[src/rtl/png_pkg.sv]
// Shared definitions for the PNG encoder chunk path.
//   - Chunk type words (IHDR / IDAT / IEND) as emitted ahead of chunk data.
//   - Default packed word width and byte-count code width used by crc32_top.
//   - State encoding of the chunk packer.
package png_pkg;

  localparam int unsigned PNG_DATA_WD = 32;
  localparam int unsigned PNG_NUM_WD  = 2;

  localparam logic [31:0] CHUNK_IHDR = 32'h49484452;
  localparam logic [31:0] CHUNK_IDAT = 32'h49444154;
  localparam logic [31:0] CHUNK_IEND = 32'h49454E44;

  typedef enum logic [1:0] {
    StIdle = 2'd0,
    StData = 2'd1,
    StDone = 2'd2
  } pack_state_e;

endpackage

[src/rtl/crc32_pack.sv]
// crc32_pack: feeds crc32_top with one PNG chunk (type word + data bytes).
//
// Data bytes arrive one per cycle; they are preceded by the chunk type word
// TYPE_VAL and packed big-endian (first byte in [31:24]) into DATA_WD-bit
// words tagged with a byte-count code (valid bytes - 1) and a last flag.
//
// Ports:
//   clk      clock
//   rstn     asynchronous active-low reset
//   start_i  one-cycle chunk start pulse (taken in IDLE only)
//   val_i    data byte valid
//   dat_i    data byte
//   lst_i    last data byte (with val_i); with start_i marks an empty chunk
//   rdy_o    byte accepted when val_i && rdy_o
//   val_o    packed word valid, one-cycle pulse per word
//   dat_o    packed word, unused low bytes zero
//   num_o    valid bytes in dat_o minus 1
//   lst_o    last word of the chunk
//   done_o   one-cycle pulse after the last word
//   len_o    data-byte count of the chunk (only with CRC32_PACK_LEN_EN)
//
// Optional feature: define CRC32_PACK_LEN_EN to add the saturating data-byte
// counter and its len_o port. Without it neither the port nor the counter
// exists.
//
// All outputs are registered.
module crc32_pack
  import png_pkg::*;
#(
  parameter int unsigned        DATA_WD  = PNG_DATA_WD,
  parameter int unsigned        NUM_WD   = PNG_NUM_WD,
  parameter logic [DATA_WD-1:0] TYPE_VAL = CHUNK_IDAT,
  parameter int unsigned        LEN_WD   = 32
) (
  input  logic               clk,
  input  logic               rstn,
  input  logic               start_i,
  input  logic               val_i,
  input  logic [7:0]         dat_i,
  input  logic               lst_i,
  output logic               rdy_o,
  output logic               val_o,
  output logic [DATA_WD-1:0] dat_o,
  output logic [NUM_WD-1:0]  num_o,
  output logic               lst_o,
  output logic               done_o
`ifdef CRC32_PACK_LEN_EN
  ,
  output logic [LEN_WD-1:0]  len_o
`endif
);

  localparam int unsigned       NBYTES    = DATA_WD / 8;
  localparam logic [NUM_WD-1:0] LAST_SLOT = NUM_WD'(NBYTES - 1);

  pack_state_e state_q, state_d;

  // Partial word; slots not yet written are kept zero so a short final word
  // needs no extra masking.
  logic [DATA_WD-1:0] buf_q, buf_d;
  logic [NUM_WD-1:0]  cnt_q, cnt_d;

  logic               rdy_q, rdy_d;
  logic               val_q, val_d;
  logic [DATA_WD-1:0] dat_q, dat_d;
  logic [NUM_WD-1:0]  num_q, num_d;
  logic               lst_q, lst_d;
  logic               done_q, done_d;

  logic               accept;
  logic [DATA_WD-1:0] word;

  // rdy_q is high exactly while in DATA, so it doubles as the DATA qualifier.
  assign accept = rdy_q && val_i;

  // Buffer with the incoming byte merged into slot cnt_q.
  always_comb begin
    word = buf_q;
    for (int unsigned i = 0; i < NBYTES; i++) begin
      if (cnt_q == NUM_WD'(i)) begin
        word[DATA_WD-1-8*i -: 8] = dat_i;
      end
    end
  end

  always_comb begin
    state_d = state_q;
    buf_d   = buf_q;
    cnt_d   = cnt_q;
    val_d   = 1'b0;
    dat_d   = dat_q;
    num_d   = num_q;
    lst_d   = lst_q;
    done_d  = 1'b0;

    unique case (state_q)
      StIdle: begin
        if (start_i) begin
          val_d   = 1'b1;
          dat_d   = TYPE_VAL;
          num_d   = LAST_SLOT;
          lst_d   = lst_i;
          buf_d   = '0;
          cnt_d   = '0;
          state_d = lst_i ? StDone : StData;
        end
      end

      StData: begin
        if (accept) begin
          if (lst_i || (cnt_q == LAST_SLOT)) begin
            val_d = 1'b1;
            dat_d = word;
            num_d = cnt_q;
            lst_d = lst_i;
            buf_d = '0;
            cnt_d = '0;
            if (lst_i) begin
              state_d = StDone;
            end
          end else begin
            buf_d = word;
            cnt_d = cnt_q + 1'b1;
          end
        end
      end

      StDone: begin
        // Last word is on the outputs this cycle; done follows it.
        done_d  = 1'b1;
        state_d = StIdle;
      end

      default: begin
        state_d = StIdle;
      end
    endcase

    rdy_d = (state_d == StData);
  end

  always_ff @(posedge clk or negedge rstn) begin
    if (!rstn) begin
      state_q <= StIdle;
      buf_q   <= '0;
      cnt_q   <= '0;
      rdy_q   <= 1'b0;
      val_q   <= 1'b0;
      dat_q   <= '0;
      num_q   <= '0;
      lst_q   <= 1'b0;
      done_q  <= 1'b0;
    end else begin
      state_q <= state_d;
      buf_q   <= buf_d;
      cnt_q   <= cnt_d;
      rdy_q   <= rdy_d;
      val_q   <= val_d;
      dat_q   <= dat_d;
      num_q   <= num_d;
      lst_q   <= lst_d;
      done_q  <= done_d;
    end
  end

  assign rdy_o  = rdy_q;
  assign val_o  = val_q;
  assign dat_o  = dat_q;
  assign num_o  = num_q;
  assign lst_o  = lst_q;
  assign done_o = done_q;

`ifdef CRC32_PACK_LEN_EN
  logic [LEN_WD-1:0] len_q, len_d;

  // Counts accepted data bytes only; holds after the chunk until next start.
  always_comb begin
    len_d = len_q;
    if ((state_q == StIdle) && start_i) begin
      len_d = '0;
    end else if (accept && (len_q != {LEN_WD{1'b1}})) begin
      len_d = len_q + 1'b1;
    end
  end

  always_ff @(posedge clk or negedge rstn) begin
    if (!rstn) begin
      len_q <= '0;
    end else begin
      len_q <= len_d;
    end
  end

  assign len_o = len_q;
`endif

endmodule

[config.mk]
export PLATFORM = sky130hd
export DESIGN_NAME = crc32_pack
export DESIGN_NICKNAME = d
export VERILOG_FILES = /design/src/rtl/png_pkg.sv /design/src/rtl/crc32_pack.sv
export SDC_FILE = /design/constraint.sdc
export NUM_CORES = 1
export LEC_CHECK = 0
export ABC_AREA = 1
export ABC_CLOCK_PERIOD_IN_PS = 2080
export CORE_ASPECT_RATIO = 0.9
export CORE_MARGIN = 3
export CORE_UTILIZATION = 59
export CTS_CLUSTER_DIAMETER = 40
export DETAILED_ROUTE_END_ITERATION = 16
export PLACE_DENSITY = 0.85
export SYNTH_ARGS = -nofsm -noshare
export SYNTH_HDL_FRONTEND = slang
export SYNTH_SLANG_ARGS = --single-unit
[constraint.sdc]
create_clock -name clk -period 2.08 [get_ports clk]
set_input_delay 0.416 -clock clk [delete_from_list [all_inputs] [get_ports clk]]
set_output_delay 0.416 -clock clk [all_outputs]
set_load 0.005 [all_outputs]
Word level (Yosys, flattened, before mapping)
Index checks and enable logic that the tools add are counted.
{"block": "classes", "muxes": 35, "n_addsub": 1, "n_reduce_logical": 7, "eq_ne": 9}
{"cell": "two-way mux 32 bit", "n": 6}
{"cell": "one-hot mux 32 bit (2 select lines)", "n": 2}
{"cell": "two-way mux 8 bit", "n": 4}
{"cell": "two-way mux 2 bit", "n": 11}
{"cell": "one-hot mux 2 bit (2 select lines)", "n": 3}
{"cell": "two-way mux 1 bit", "n": 7}
{"cell": "== test 2 x 1 -> 1 bit, second input constant", "n": 3}
{"cell": "== test 2 bit, second input constant", "n": 3}
{"cell": "!= test 2 bit, second input constant", "n": 3}
{"cell": "logical NOT 2 bit", "n": 2}
{"cell": "one-hot mux 1 bit (2 select lines)", "n": 2}
{"cell": "AND reduction 4 bit", "n": 1}
{"cell": "AND reduction 3 bit", "n": 1}
{"cell": "adder 2 x 1 -> 2 bit, second input constant", "n": 1}
{"cell": "nonzero test 2 bit", "n": 1}
{"cell": "logical AND 1 bit", "n": 1}
{"cell": "logical OR 1 bit", "n": 1}
{"block": "totals", "out_inout_bits": 38, "ff_bits": 74, "input_bits": 13, "word_cells": 61}

Longest topological paths before layout
Gate-level depths: netlist (run 1).
{"block": "logic_depth", "depth_word": 6, "depth_mapped": 8, "mapped_depth_nobuf": 7}

Least setup slack after synthesis (run 1)
Ideal clock, no wire load.
{"block": "synth_path", "kind": "reg2reg", "startpoint": "reg cnt_q[0]", "endpoint": "reg dat_q[22], in the netlist dat_o[22]", "path_buffers": 1, "stages_incl_launch_ff": 9, "required_time_ns": 1.964, "period_less_slack_ns": 1.347, "setup_ns": 0.116, "arrival_ns": 1.231, "path_slack_ns": 0.733, "path_cell_list": "dfrtp_1 ha_1 inv_2 nand2_1 nand3_4 nand2_4 buf_6 nand2_1 nand2_1"}
{"block": "synth_between", "elab_chain_cells": 5, "elab_cells_between_ends": 9, "classes_between": "eq/ne: 3; mux: 4; reduce/logical: 2"}
{"element": "start, declared", "line": "crc32_pack.sv:61", "source": "logic [NUM_WD-1:0] cnt_q, cnt_d;"}
{"element": "start signal, assigned", "line": "crc32_pack.sv:156", "source": "cnt_q <= cnt_d;"}
{"element": "== test 2 x 1 -> 1 bit", "line": "crc32_pack.sv:80", "source": "if (cnt_q == NUM_WD'(i)) begin"}
{"element": "two-way mux 8 bit", "line": "crc32_pack.sv:80"}
{"element": "two-way mux 32 bit", "line": "crc32_pack.sv:111", "source": "if (lst_i || (cnt_q == LAST_SLOT)) begin"}
{"element": "two-way mux 32 bit", "line": "crc32_pack.sv:110", "source": "if (accept) begin"}
{"element": "one-hot mux 32 bit (2 select lines)", "line": "crc32_pack.sv:96", "source": "unique case (state_q)"}
{"element": "end signal, assigned", "line": "crc32_pack.sv:159", "source": "dat_q <= dat_d;"}
{"element": "end, declared", "line": "crc32_pack.sv:65", "source": "logic [DATA_WD-1:0] dat_q, dat_d;"}
Several ways; a longest one is shown, not always the timed one. The select of a mux whose other input is x is not followed.
A chain may end at the register's enable or synchronous reset.

Worst setup path after layout (run 1)
{"block": "layout_path", "startpoint": "reg dat_q[22], in the netlist dat_o[22]", "endpoint": "out dat_o[22]"}
{"element": "end, declared", "line": "crc32_pack.sv:43", "source": "output logic [DATA_WD-1:0] dat_o,"}
No word-level cell between the ends.

==> results.json, run 1 <==
{
  "viasPerCell": 5.703,
  "final_cell_area_sq_um": 4389,
  "cts_buffers": 9,
  "path_depth": 1,
  "status": "completed",
  "synthesis.nets": 496,
  "drtIter0Drc": 312,
  "grt_max_degree": 59,
  "port_buffers": 50,
  "critPathMaxStageDelay_ns": 0.54,
  "yosys_warnings": 0,
  "required_ns": 1.66,
  "drc": 0,
  "crit_chain": "clkdlybuf4s50_1",
  "overflow": 0,
  "yosysMostFrequentCell": "nand2_1",
  "antenna_found_initial": 0,
  "worstRegToRegCells": 7,
  "tightest_slew_ns": 0.5407,
  "dieArea_sq_um": 7251,
  "post-dp-hpwl_um": 5962,
  "power_uw": 5410,
  "synth_cell_types": 16,
  "final_antenna_net_count": 0,
  "synth_top_area_cell": "dfrtp_1",
  "avgSynthCellArea_sq_um": 7.716,
  "root_buffer": "clkbuf_8",
  "areaGrowthSynthToFinish_pct": 18.75,
  "fin_crit_ns": 1.667,
  "path_max_fanout": 2,
  "dp.cells": 579,
  "synth_edf_count": 0,
  "r2r-end": "dat_o[9]",
  "die_y_um": 81.09,
  "criticalPathCategory": "reg2out",
  "row_count": 26,
  "ff_latch_area_sq_um": 1852,
  "grt_pass1_vias": 3410,
  "final_nets": 538,
  "worstSetupEndpointType": "primary output",
  "wl_per_cell_um": 15.52,
  "fill_cells": 459,
  "cap_violations": 0,
  "dpl_cell_area_sq_um": 4160,
  "diodes": 0,
  "fin_crit_sh_pct": 80.14,
  "crit_path_start": "dat_o[22]",
  "initial_core_util_pct": 63.12,
  "io_pins": 51,
  "synth_area_leaders": "dfrtp_1, nand2_1, nand3_1",
  "cp_num_buf_inv": 1,
  "ir_worst_vdd_v": 0.0006707,
  "layout.cells.non_filler": 596,
  "power_leakage_uw": 0.002281,
  "synthFlopType": "dfrtp_1",
  "crit_end": "dat_o[22]",
  "clock_path_buffers": 2,
  "max_freq_mhz": 599.9,
  "setup_tns_ns": 0,
  "start_kind": "flip-flop",
  "setup_viol": 0,
  "ys_async_sr_fraction_pct": 100.0,
  "place_congestion": 0.8425,
  "grt_usage_pct": 28.82,
  "grt_pass1_wl_um": 15870,
  "rrSetupSlack_ns": 0.44,
  "clkSlewWorstSetupHoldPaths_ns": 0.08,
  "clock_skew_ns": 0.009833,
  "rr_startpoint": "cnt_q[0]",
  "synth_top_area_share_pct": 50.10,
  "synth_common_cells": "nand2_1, nand3_1, dfrtp_1",
  "h-tree-depth": 3,
  "slew_viol_final": 0,
  "power_density_nw_per_um2": 1233,
  "drive_above_1_share_pct": 6.654,
  "finalHoldViolations": 0,
  "num_vias": 3399,
  "cp.arrival_ns": 1.25,
  "rsz0062_at_grt": "no",
  "ys_seq_area_share_pct": 50.10,
  "syn_area_sq_um": 3696,
  "relSlewSlack_pct": 63.95,
  "core_sq_um": 5856,
  "clock_latency_ns": 0.35,
  "path_delay_family": "buffers and inverters",
  "min_path_type": "reg2reg",
  "multi_input_area_sq_um": 1574,
  "cts_tree": "done",
  "totalWireLength_um": 9252,
  "syn_inst": 479,
  "slowest_stage": "clkdlybuf4s50_1",
  "dr.pass1.iters": 5,
  "die_w_um": 89.43,
  "cts.sinks": 74,
  "ys_ff_latch": 74
}
metrics by stage:
step                      setup WS [ns]  hold slack, ns  util [%]
after floorplan                  0.7328          0.1204         -
after detailed placement        0.06404          0.3570     71.05
after global placement           0.1460          0.3639     71.05
final                            0.4132          0.4686     74.96
after global routing             0.2652          0.4974     74.96
after CTS                        0.4095          0.4701     74.96
area by class of cell:
type	count	area share, %
Sequential cell	74	42.19
Multi-Input combinational cell	357	35.86
Timing Repair Buffer	60	13.34
Clock buffer	11	3.221
Tap cell	70	1.995
Clock inverter	5	1.767
Inverter	19	1.625
power breakdown:
group | internal, uW | total [uW] | leakage (uW) | switching (uW)
clock network | 705 | 1240 | 0.000109 | 532
logic | 860 | 2180 | 0.00118 | 1320
registers | 1790 | 2000 | 0.000992 | 208
total | 3350 | 5410 | 0.00228 | 2060
worst min path at each step:
stage	start	endpoint	slack [ns]	depth (start not counted)
final	state_q[0]	done_o	0.47	1
after global routing	state_q[0]	done_o	0.50	1
after CTS	state_q[0]	done_o	0.47	1
after detailed placement	rstn	dat_o[12]	0.36	1
after global placement	rstn	dat_o[12]	0.36	1
after floorplan	rstn	buf_q[0]	0.12	0
layout by cell type (no fill, tap or decap):
| cell type | count |
|---|---|
| clkinv_1 | 1 |
| nand3_4 | 1 |
| clkinv_2 | 2 |
| nand3_2 | 1 |
| inv_1 | 15 |
| nand2_1 | 184 |
| buf_12 | 1 |
| inv_2 | 3 |
| clkbuf_1 | 1 |
| nor2_8 | 1 |
| clkdlybuf4s50_1 | 49 |
| o21ai_0 | 26 |
| ha_1 | 4 |
| buf_2 | 1 |
| nand3_1 | 88 |
| nand2_2 | 2 |
| nor2_1 | 48 |
| clkinvlp_4 | 1 |
| dlygate4sd3_1 | 1 |
| dfrtp_1 | 74 |
| clkbuf_8 | 10 |
| bufinv_16 | 2 |
| nand2_4 | 2 |
| buf_4 | 8 |
per-layer routing:
metal	routed length, um	global-route usage (%)
met3	963	8.722
met1	3706	37.30
met2	4338	45.29
met5	0	0
met4	243	11.61
state kept, by name, summed over array words and instances, names as in the netlist:
| signal | flops |
|---|---|
| lst_o | 1 |
| val_o | 1 |
| num_o | 2 |
| dat_o | 32 |
| cnt_q | 2 |
| buf_q | 32 |
| done_o | 1 |
| rdy_o | 1 |
| state_q | 2 |
logic make-up (layout without fill, tap and decap cells):
| family | Yosys count | in the layout | share of synthesized area [%] |
|---|---|---|---|
| and+or+nand+nor | 327 | 327 | 37.58 |
| AOI/OAI and AO/OA | 26 | 26 | 3.521 |
| DFF | 74 | 74 | 50.10 |
| adders and majority gates | 4 | 4 | 1.354 |
| buffers and inverters | 48 | 95 | 7.447 |
repair_timing:
item                                   in CTS  in global routing
resized for setup                           0                  0
hold buffers                                1                  0
setup endpoints to repair                   0                  0
buffers inserted                            0                  0
endpoints found under the hold margin      16                  0
Note: power is estimated with default switching activity, not from simulation.
==> inputs of run 2 (changes only) <==
--- a/config.mk
+++ b/config.mk
@@ -6,13 +6,13 @@
 export NUM_CORES = 1
 export LEC_CHECK = 0
 export ABC_AREA = 1
-export ABC_CLOCK_PERIOD_IN_PS = 2080
+export ABC_CLOCK_PERIOD_IN_PS = 1490
 export CORE_ASPECT_RATIO = 0.9
 export CORE_MARGIN = 3
-export CORE_UTILIZATION = 59
+export CORE_UTILIZATION = 49
 export CTS_CLUSTER_DIAMETER = 40
 export DETAILED_ROUTE_END_ITERATION = 16
-export PLACE_DENSITY = 0.85
+export PLACE_DENSITY = 0.75
 export SYNTH_ARGS = -nofsm -noshare
 export SYNTH_HDL_FRONTEND = slang
 export SYNTH_SLANG_ARGS = --single-unit
==> constraint.sdc (replaced) <==
create_clock -name clk -period 1.49 [get_ports clk]
set_input_delay 0.298 -clock clk [delete_from_list [all_inputs] [get_ports clk]]
set_output_delay 0.298 -clock clk [all_outputs]
set_load 0.005 [all_outputs]
==> run 2 against run 1 <==
Effect of this change: first-iteration DRC count increased by 34%; critical path depth increased by 6; sequential power increased by 38%; via count increased by 2.4%; total power increased by 50%; design area increased by 9.5%; sequential share of layout area decreased by 3.7 points; core utilization decreased by 8.1 points; worst hold slack improved by 0.0042 ns; clock skew decreased by 0.0012 ns; global-route usage decreased by 5.0 points; critical path type is now reg2reg; largest power group unchanged.
==> results.json, run 2 (synthesis results as in run 1) <==
{
  "status": "completed",
  "clock_latency_ns": 0.35,
  "tightest_slew_ns": 0.3976,
  "core_sq_um": 7184,
  "totalWireLength_um": 9568,
  "drive_above_1_share_pct": 14.64,
  "rsz0062_at_grt": "yes",
  "clock_skew_ns": 0.008682,
  "antenna_found_initial": 0,
  "wl_per_cell_um": 14.50,
  "num_vias": 3480,
  "mostFrequentLayoutCells": "nand2_1, nand3_1, dfrtp_1",
  "rr_startpoint": "cnt_q[1]",
  "cts_tree": "done",
  "grt_usage_pct": 23.79,
  "diodes": 0,
  "min_to": "done_o",
  "dr.pass1.iters": 5,
  "die_w_um": 97.55,
  "grt_max_degree": 75,
  "cts_buffers": 9,
  "worstRegToRegCells": 7,
  "fill_cells": 604,
  "slew_viol_final": 0,
  "row_count": 29,
  "drtIter0Drc": 418,
  "max_freq_mhz": 695.7,
  "dieArea_sq_um": 8623,
  "power_leakage_uw": 0.002672,
  "final_antenna_net_count": 0,
  "overflow": 0,
  "clock_path_buffers": 2,
  "final_common_cell": "nand2_1",
  "ir_worst_vdd_v": 0.0009222,
  "relSlewSlack_pct": 73.49,
  "fin_crit_ns": 1.437,
  "areaGrowthSynthToFinish_pct": 30.03,
  "viasPerCell": 5.273,
  "post-dp-hpwl_um": 6423,
  "start_kind": "flip-flop",
  "die_y_um": 88.40,
  "drc": 0,
  "setup_tns_ns": 0,
  "fin_crit_sh_pct": 96.47,
  "power_density_nw_per_um2": 1694,
  "fin_hold_ws_ns": 0.4728,
  "cts.sinks": 74,
  "setup_viol": 0,
  "finalHoldViolations": 0,
  "io_pins": 51,
  "min_path_type": "reg2reg",
  "root_buffer": "clkbuf_8",
  "required_ns": 1.73,
  "cp.arrival_ns": 1.68,
  "place_congestion": 0.8670,
  "rrSetupSlack_ns": 0.05,
  "cap_violations": 0,
  "r2r-end": "dat_o[20]",
  "port_buffers": 50,
  "grt_pass1_vias": 3360,
  "initial_core_util_pct": 51.45,
  "clkSlewWorstSetupHoldPaths_ns": 0.08,
  "final_nets": 580,
  "path_max_fanout": 15,
  "grt_pass1_wl_um": 16260,
  "h-tree-depth": 3,
  "holdCritStartpoint": "state_q[0]",
  "criticalPathCategory": "reg2reg",
  "min_path_cells": 1,
  "worstSetupEndpointType": "flip-flop"
}
-- run 2: changes by cell type in the layout (fill, tap and decap cells not counted), sizes merged --
cell	before	now
buf	10	52
dlygate4sd2	0	36
dlymetal6s2s	0	2
clkinvlp	1	2
clkinv	3	1
clkdlybuf4s50	49	11
-- run 2: layer usage --
metal / vias to the layer above / routed length [um] / track usage (%)
li1: 1687 / - / -
met1: 1634 / 4221 / 32.33
met2: 142 / 4515 / 38.15
met3: 17 / 648 / 5.595
met4: 0 / 183 / 8.176
met5: - / 0 / 0
-- run 2: timing repair --
| item | CTS | global route |
|---|---|---|
| setup buffers | 19 | 0 |
| hold buffers | 1 | 0 |
| gates resized for setup | 36 | 26 |
| setup endpoints to repair | 37 | 54 |
| hold endpoints to repair | 74 | 0 |
| pin swaps | 0 | 0 |
-- run 2: cell type report --
class | instances | area [sq um] | area share, %
sequential | 74 | 1852 | 38.53
multi-input combinational | 357 | 1589 | 33.06
timing repair buffer | 102 | 948.4 | 19.73
clock buffer | 11 | 151.4 | 3.150
tap | 93 | 116.4 | 2.421
clock inverter | 4 | 75.07 | 1.562
inverter | 19 | 73.82 | 1.536
-- run 2: worst max path at each step --
| stage | slack [ns] | start | cells after the start | end |
|---|---|---|---|---|
| after floorplan | 0.14 | cnt_q[0] | 8 | dat_o[22] |
| after global placement | -0.13 | lst_i | 8 | dat_o[1] |
| after detailed placement | -0.19 | lst_i | 7 | num_o[1] |
| after CTS | 0.003 | cnt_q[0] | 8 | dat_o[1] |
| after global routing | -0.02 | cnt_q[0] | 7 | buf_q[21] |
| final | 0.05 | cnt_q[1] | 7 | dat_o[20] |
-- run 2: where the power goes --
part	switching, uW	total [uW]	internal, uW
Clock	744	1770	1030
Sequential	268	2760	2500
Combinational	2010	3610	1600
Total	3020	8140	5120
-- run 2: critical path: stages, from the launching register on --
cell     delay, ns
dfrtp_1       0.40
inv_1         0.10
ha_1          0.22
buf_12        0.15
o21ai_0       0.25
nor2_1        0.07
nand2_1       0.08
nand2_1       0.05
-- run 2: through the flow --
stage	setup WS [ns]	std cells	total power (uW)	util, %	instance area [sq um]
floorplan	0.1428	479	4763	-	3696
global placement	-0.1317	625	6236	61.93	4449
detailed placement	-0.1893	625	6342	61.93	4449
CTS	0.003051	660	8111	66.58	4783
global route	-0.02213	660	8710	66.89	4806
finish	0.05264	660	8140	66.89	4806
==> inputs of run 3 (changes only) <==
--- a/config.mk
+++ b/config.mk
@@ -12,7 +12,8 @@
 export CORE_UTILIZATION = 49
 export CTS_CLUSTER_DIAMETER = 40
 export DETAILED_ROUTE_END_ITERATION = 16
-export PLACE_DENSITY = 0.75
+export PLACE_DENSITY = 0.71
+export RECOVER_POWER = 100
 export SYNTH_ARGS = -nofsm -noshare
 export SYNTH_HDL_FRONTEND = slang
 export SYNTH_SLANG_ARGS = --single-unit
==> run 3 against run 2 <==
Effect of this change: clock skew rose by 0.0038 ns; clock-buffer cell count did not move; fmax down 0.23%; via count is 1.9% lower.
==> results.json, run 3 (synthesis results as in run 1) <==
{
  "status": "completed",
  "holdCritStartpoint": "state_q[0]",
  "tightest_slew_ns": 0.6685,
  "fin_crit_ns": 1.441,
  "grt_busiest_layer": "met2",
  "path_max_fanout": 15,
  "setup_tns_ns": 0,
  "worst_slack_ns": 0.04927,
  "min_path_type": "reg2reg",
  "core_sq_um": 7184,
  "drtIter0Drc": 296,
  "rrSetupSlack_ns": 0.05,
  "power_density_nw_per_um2": 1710,
  "dr.pass1.iters": 5,
  "die_w_um": 97.55,
  "multi_input_area_sq_um": 1603,
  "final_cell_area_sq_um": 4732,
  "cts_tree": "done",
  "initial_core_util_pct": 51.45,
  "dieArea_sq_um": 8623,
  "criticalPathCategory": "reg2reg",
  "drive_above_1_share_pct": 13.88,
  "cap_violations": 0,
  "finalHoldViolations": 0,
  "final_common_cell": "nand2_1",
  "ir_worst_vdd_v": 0.0007869,
  "setup_viol": 0,
  "port_buffers": 50,
  "io_pins": 51,
  "grt_pass1_wl_um": 15910,
  "cp.arrival_ns": 1.69,
  "slew_viol_final": 0,
  "r2r-end": "buf_q[17]",
  "met3_usage_pct": 4.334,
  "dpl_cell_area_sq_um": 4444,
  "place_congestion": 0.8257,
  "required_ns": 1.74,
  "h-tree-depth": 3,
  "worstSetupEndpointType": "flip-flop",
  "drc": 0,
  "max_freq_mhz": 694.1,
  "start_kind": "flip-flop",
  "grt_max_degree": 75,
  "ff_latch_area_sq_um": 1854,
  "cts.sinks": 74,
  "viasPerCell": 5.214,
  "layout.cells.non_filler": 655,
  "clock_latency_ns": 0.36,
  "rr_startpoint": "cnt_q[0]",
  "row_count": 29,
  "power_leakage_uw": 0.002594,
  "final_antenna_net_count": 0,
  "die_y_um": 88.40,
  "relSlewSlack_pct": 55.43,
  "min_to": "done_o",
  "grt_pass1_vias": 3206,
  "antenna_found_initial": 0,
  "clock_skew_ns": 0.01249,
  "totalWireLength_um": 9573,
  "overflow": 0,
  "fin_crit_sh_pct": 96.69,
  "place_worst_setup_slack_ns": -0.2078,
  "min_path_cells": 1,
  "cts_buffers": 9,
  "post-dp-hpwl_um": 6455,
  "clock_path_buffers": 2,
  "met2_usage_pct": 37.40,
  "use_met1_pct": 32.45,
  "final_nets": 574,
  "power_uw": 8090,
  "root_buffer": "clkbuf_8",
  "diodes": 0,
  "clkSlewWorstSetupHoldPaths_ns": 0.08,
  "mostFrequentLayoutCells": "nand2_1, nand3_1, dfrtp_1",
  "grt_usage_pct": 23.31,
  "fill_cells": 622,
  "num_vias": 3415,
  "dp.cells": 626,
  "areaGrowthSynthToFinish_pct": 28.03,
  "wl_per_cell_um": 14.62,
  "worstRegToRegCells": 7
}
==> run 3: critical path, cell delays in order, from the launching register on <==
cell	delay, ns
dfrtp_2	0.45
buf_4	0.15
ha_1	0.23
buf_12	0.16
o21ai_1	0.17
nor2_1	0.06
nand2_1	0.07
nand2_1	0.06
==> run 3: area by class of cell <==
type | count | share of cell area, %
Clock buffer | 11 | 2.988
Inverter | 19 | 1.560
Timing Repair Buffer | 96 | 18.30
Multi-Input combinational cell | 357 | 33.87
Tap cell | 93 | 2.459
Sequential cell | 74 | 39.19
Clock inverter | 5 | 1.639
==> run 3: worst max-delay path by stage <==
stage	slack (ns)	from	to
after floorplan	0.14	cnt_q[0]	dat_o[22]
after global placement	-0.18	lst_i	dat_o[14]
after detailed placement	-0.21	lst_i	dat_o[14]
after CTS	0.002	done_o	done_o
after global routing	-0.02	cnt_q[0]	dat_o[19]
final	0.05	cnt_q[0]	buf_q[17]
==> run 3: stage by stage <==
step	hold slack (ns)	utilization [%]
2_1_floorplan	0.002409	-
4_1_cts	0.4643	65.64
3_3_place_gp	0.3611	61.86
5_1_grt	0.4869	65.87
6_report	0.4704	65.87
3_5_place_dp	0.3646	61.86
==> run 3: timing repair <==
item                                    in CTS  in global routing
hold buffers                                 1                  0
pin swaps                                    0                  1
endpoints found under the hold margin       74                  0
buffers inserted                            11                  1
resized for setup                           38                 20
endpoints found under the setup margin      50                 49
==> run 3: metal layers <==
layer | vias up | part of all wire (%)
met5 | - | 0
met4 | 0 | 1.6
met3 | 12 | 5.8
met2 | 125 | 46
met1 | 1602 | 46
li1 | 1676 | -
==> run 3: power breakdown <==
part / internal (uW) / switching, uW
Sequential: 2500 / 279
Clock: 984 / 772
Combinational: 1550 / 2000
==> RTL change, RTL diff (flow settings as in run 2) <==
The option `CRC32_PACK_LEN_EN` is turned on by a define.
--- a/src/rtl/crc32_pack.sv
+++ b/src/rtl/crc32_pack.sv
@@ -26,2 +26,4 @@
 // All outputs are registered.
+`define CRC32_PACK_LEN_EN
+
 module crc32_pack
Behaviour (old outputs only; new: len_o): unchanged (equiv_simple and equiv_induct, registers matched by name and starting in step).
==> RTL change against run 2 <==
The run now ends with negative setup slack left; wire length is 95% higher; synthesized area is 45% higher; sequential cell count is 32 higher; design area is 72% higher; total power is 12% higher; setup slack worse by 0.37 ns; critical path depth is 2 higher; final cell count is 57% higher.
==> RTL change: results (changes against run 2) <==
Outcome:
- The flow ran to the end, but the final reports show violations.
- The checks that failed: negative setup slack.

Synth:
- The adder and majority cell fraction of the synthesized area is 1.17% (-0.18 points).
- Sorting the synthesized cells by how often they occur yields sky130_fd_sc_hd__nand2_1 (185), sky130_fd_sc_hd__dfrtp_1 (106), sky130_fd_sc_hd__inv_1 (66), sky130_fd_sc_hd__nor2_1 (66), sky130_fd_sc_hd__o21ai_0 (63).
- The number of nets produced by synthesis was 696 (+40%).
- The multiplexer area fraction after synthesis is 0.187% (+0.19 points).
- The number of distinct standard cells referenced by the synthesized netlist is 35 (+19).
- Yosys attributes the largest share of cell area to sky130_fd_sc_hd__dfrtp_1 (50%), sky130_fd_sc_hd__nand2_1 (13%), sky130_fd_sc_hd__o21ai_0 (5.9%).
- The post-synthesis share of cell area spent on xor and xnor gates is 1.64% (+1.6 points).
- The sequential share of the synthesized area is 49.6% (-0.46 points).
- The number of standard cells after synthesis was 678 (+42%).
- The complex-gate fraction of the synthesized area came to 13.7% (+10 points).

Pwr:
- The worst voltage drop across the vdd grid is 810 uV (-12%).
- The total internal power came to 0.00607 W (+19%).
- The static leakage is 4.14 nW (+55%).

Placement:
- The number of instances in the placed design is 964 (+54%).
- The number of buffers inserted by port buffering is 82 (+64%).
- The sum of net half-perimeters after detailed placement is 10800 um (+68%).
- The placer congestion estimate was 0.885 (+2.1%).
- The worst setup slack after placement was -0.387 ns (-0.198 ns).

GRT:
- The met1 usage in global routing came to 37.2% (+4.9 points).
- The number of global-route vias before repair came to 5579 (+66%).
- The maximum number of pins on one net before global-route repair is 34 (-55%).
- The global-route track usage on met3 is 5.67% (+0.080 points).
- The global-route wire length before repair is 27200 um (+67%).
- The total track usage is 28.0% (+4.2 points).
- The global-route met2 utilization is 45.6% (+7.5 points).

Cells and area:
- The net count of the finished layout is 921 (+59%).
- The fraction of final layout cells with drive strength greater than 1 is 31.5% (+17 points).
- The final cell count without fillers was 1037 (+57%).

Setup path:
- The highest fanout seen on the critical path is 4 (-11).

Worst hold path:
- The worst hold path class is in2async.

Route:
- The detail-routed net length per standard cell was 18.0 um (+24%).
- The per-cell via count in the routed design was 5.68 (+7.7%).
- The count of routing violations after the opening detailed-route iteration was 560 (+34%).

STA:
- The final worst slack is -0.318 ns (-0.371 ns).
- The sum of negative setup slack is -9.13 ns (-9.13 ns).
- The remaining max-slew budget at the tightest pin came to 70.6% (-2.9 points).
- The setup-violating endpoint count in the final report was 33 (+33).
- The clock skew is 0.00616 ns (-0.00252 ns).

Clocking:
- The clock transition at the register clock pins on the worst setup and hold paths after CTS is 0.08 ns (about the same).
-- RTL change: cell type report --
type | count | area, sq um
repair inverters | 1 | 8.76
repair buffers | 238 | 2120
fillers | 631 | 2160
flip-flops and latches | 106 | 2650
clock buffers | 9 | 225
clock inverters | 7 | 105
multi-input cells | 474 | 2690
inverters | 73 | 303
well taps | 129 | 161
-- RTL change: cells by family after synthesis --
logic type,Yosys count
and+or+nand+nor,322
muxes,1
buffers and inverters,98
AOI/OAI and AO/OA,136
DFF,106
adders and majority gates,5
xor gates and xnor gates,10
-- RTL change: final timing paths --
check,start,to,slack (ns),cells after the start
min reg2reg,dat_o[19],dat_o[19],0.48,2
max,len_o[15],len_o[15],-0.32,9
min in group clk,dat_o[19],dat_o[19],0.48,2
min,rstn,dat_o[21],0.44,2
max reg2reg,len_o[15],len_o[15],-0.32,9
max in group asynchronous,rstn,buf_q[22],0.47,3
-- RTL change: power by group through the flow --
stage	Clock [W]	Sequential [W]	Combinational [W]
6_report	0.00269	0.00348	0.00298
2_1_floorplan	0	0.00350	0.00113
4_1_cts	0.00268	0.00345	0.00266
3_5_place_dp	0	0.00352	0.00250
5_1_grt	0.00284	0.00353	0.00317
3_3_place_gp	0	0.00351	0.00242
-- RTL change: metal layers --
layer | vias to the layer above | routed length, um
li1 | 2652 | -
met1 | 2839 | 7390
met2 | 324 | 9090
met3 | 75 | 1420
met4 | 0 | 748
met5 | - | 0
-- RTL change: critical path: stages, from the launching register on --
cell and delay, ns:
sky130_fd_sc_hd__dfrtp_1 0.51, sky130_fd_sc_hd__nand2_1 0.14, sky130_fd_sc_hd__nor2_1 0.21, sky130_fd_sc_hd__nand2_2 0.13, sky130_fd_sc_hd__nor2_8 0.16, sky130_fd_sc_hd__nand2_4 0.07, sky130_fd_sc_hd__buf_6 0.12, sky130_fd_sc_hd__nand3_4 0.12
sky130_fd_sc_hd__buf_6 0.15, sky130_fd_sc_hd__o21ai_2 0.07
-- RTL change: metrics by stage --
step | total power [W] | area (sq um)
6_report | 0.00915 | 8260
5_1_grt | 0.00954 | 8260
4_1_cts | 0.00879 | 7890
3_5_place_dp | 0.00602 | 7100
3_3_place_gp | 0.00593 | 7100
2_1_floorplan | 0.00464 | 5400
-- RTL change: timing repair --
action | in CTS | in global routing
buffers inserted | 46 | 7
resized for setup | 125 | 108
hold buffers | 1 | 0
pin swaps | 21 | 22
endpoints found under the hold margin | 28 | 0
setup endpoints to repair | 115 | 106
cloned | 2 | 2
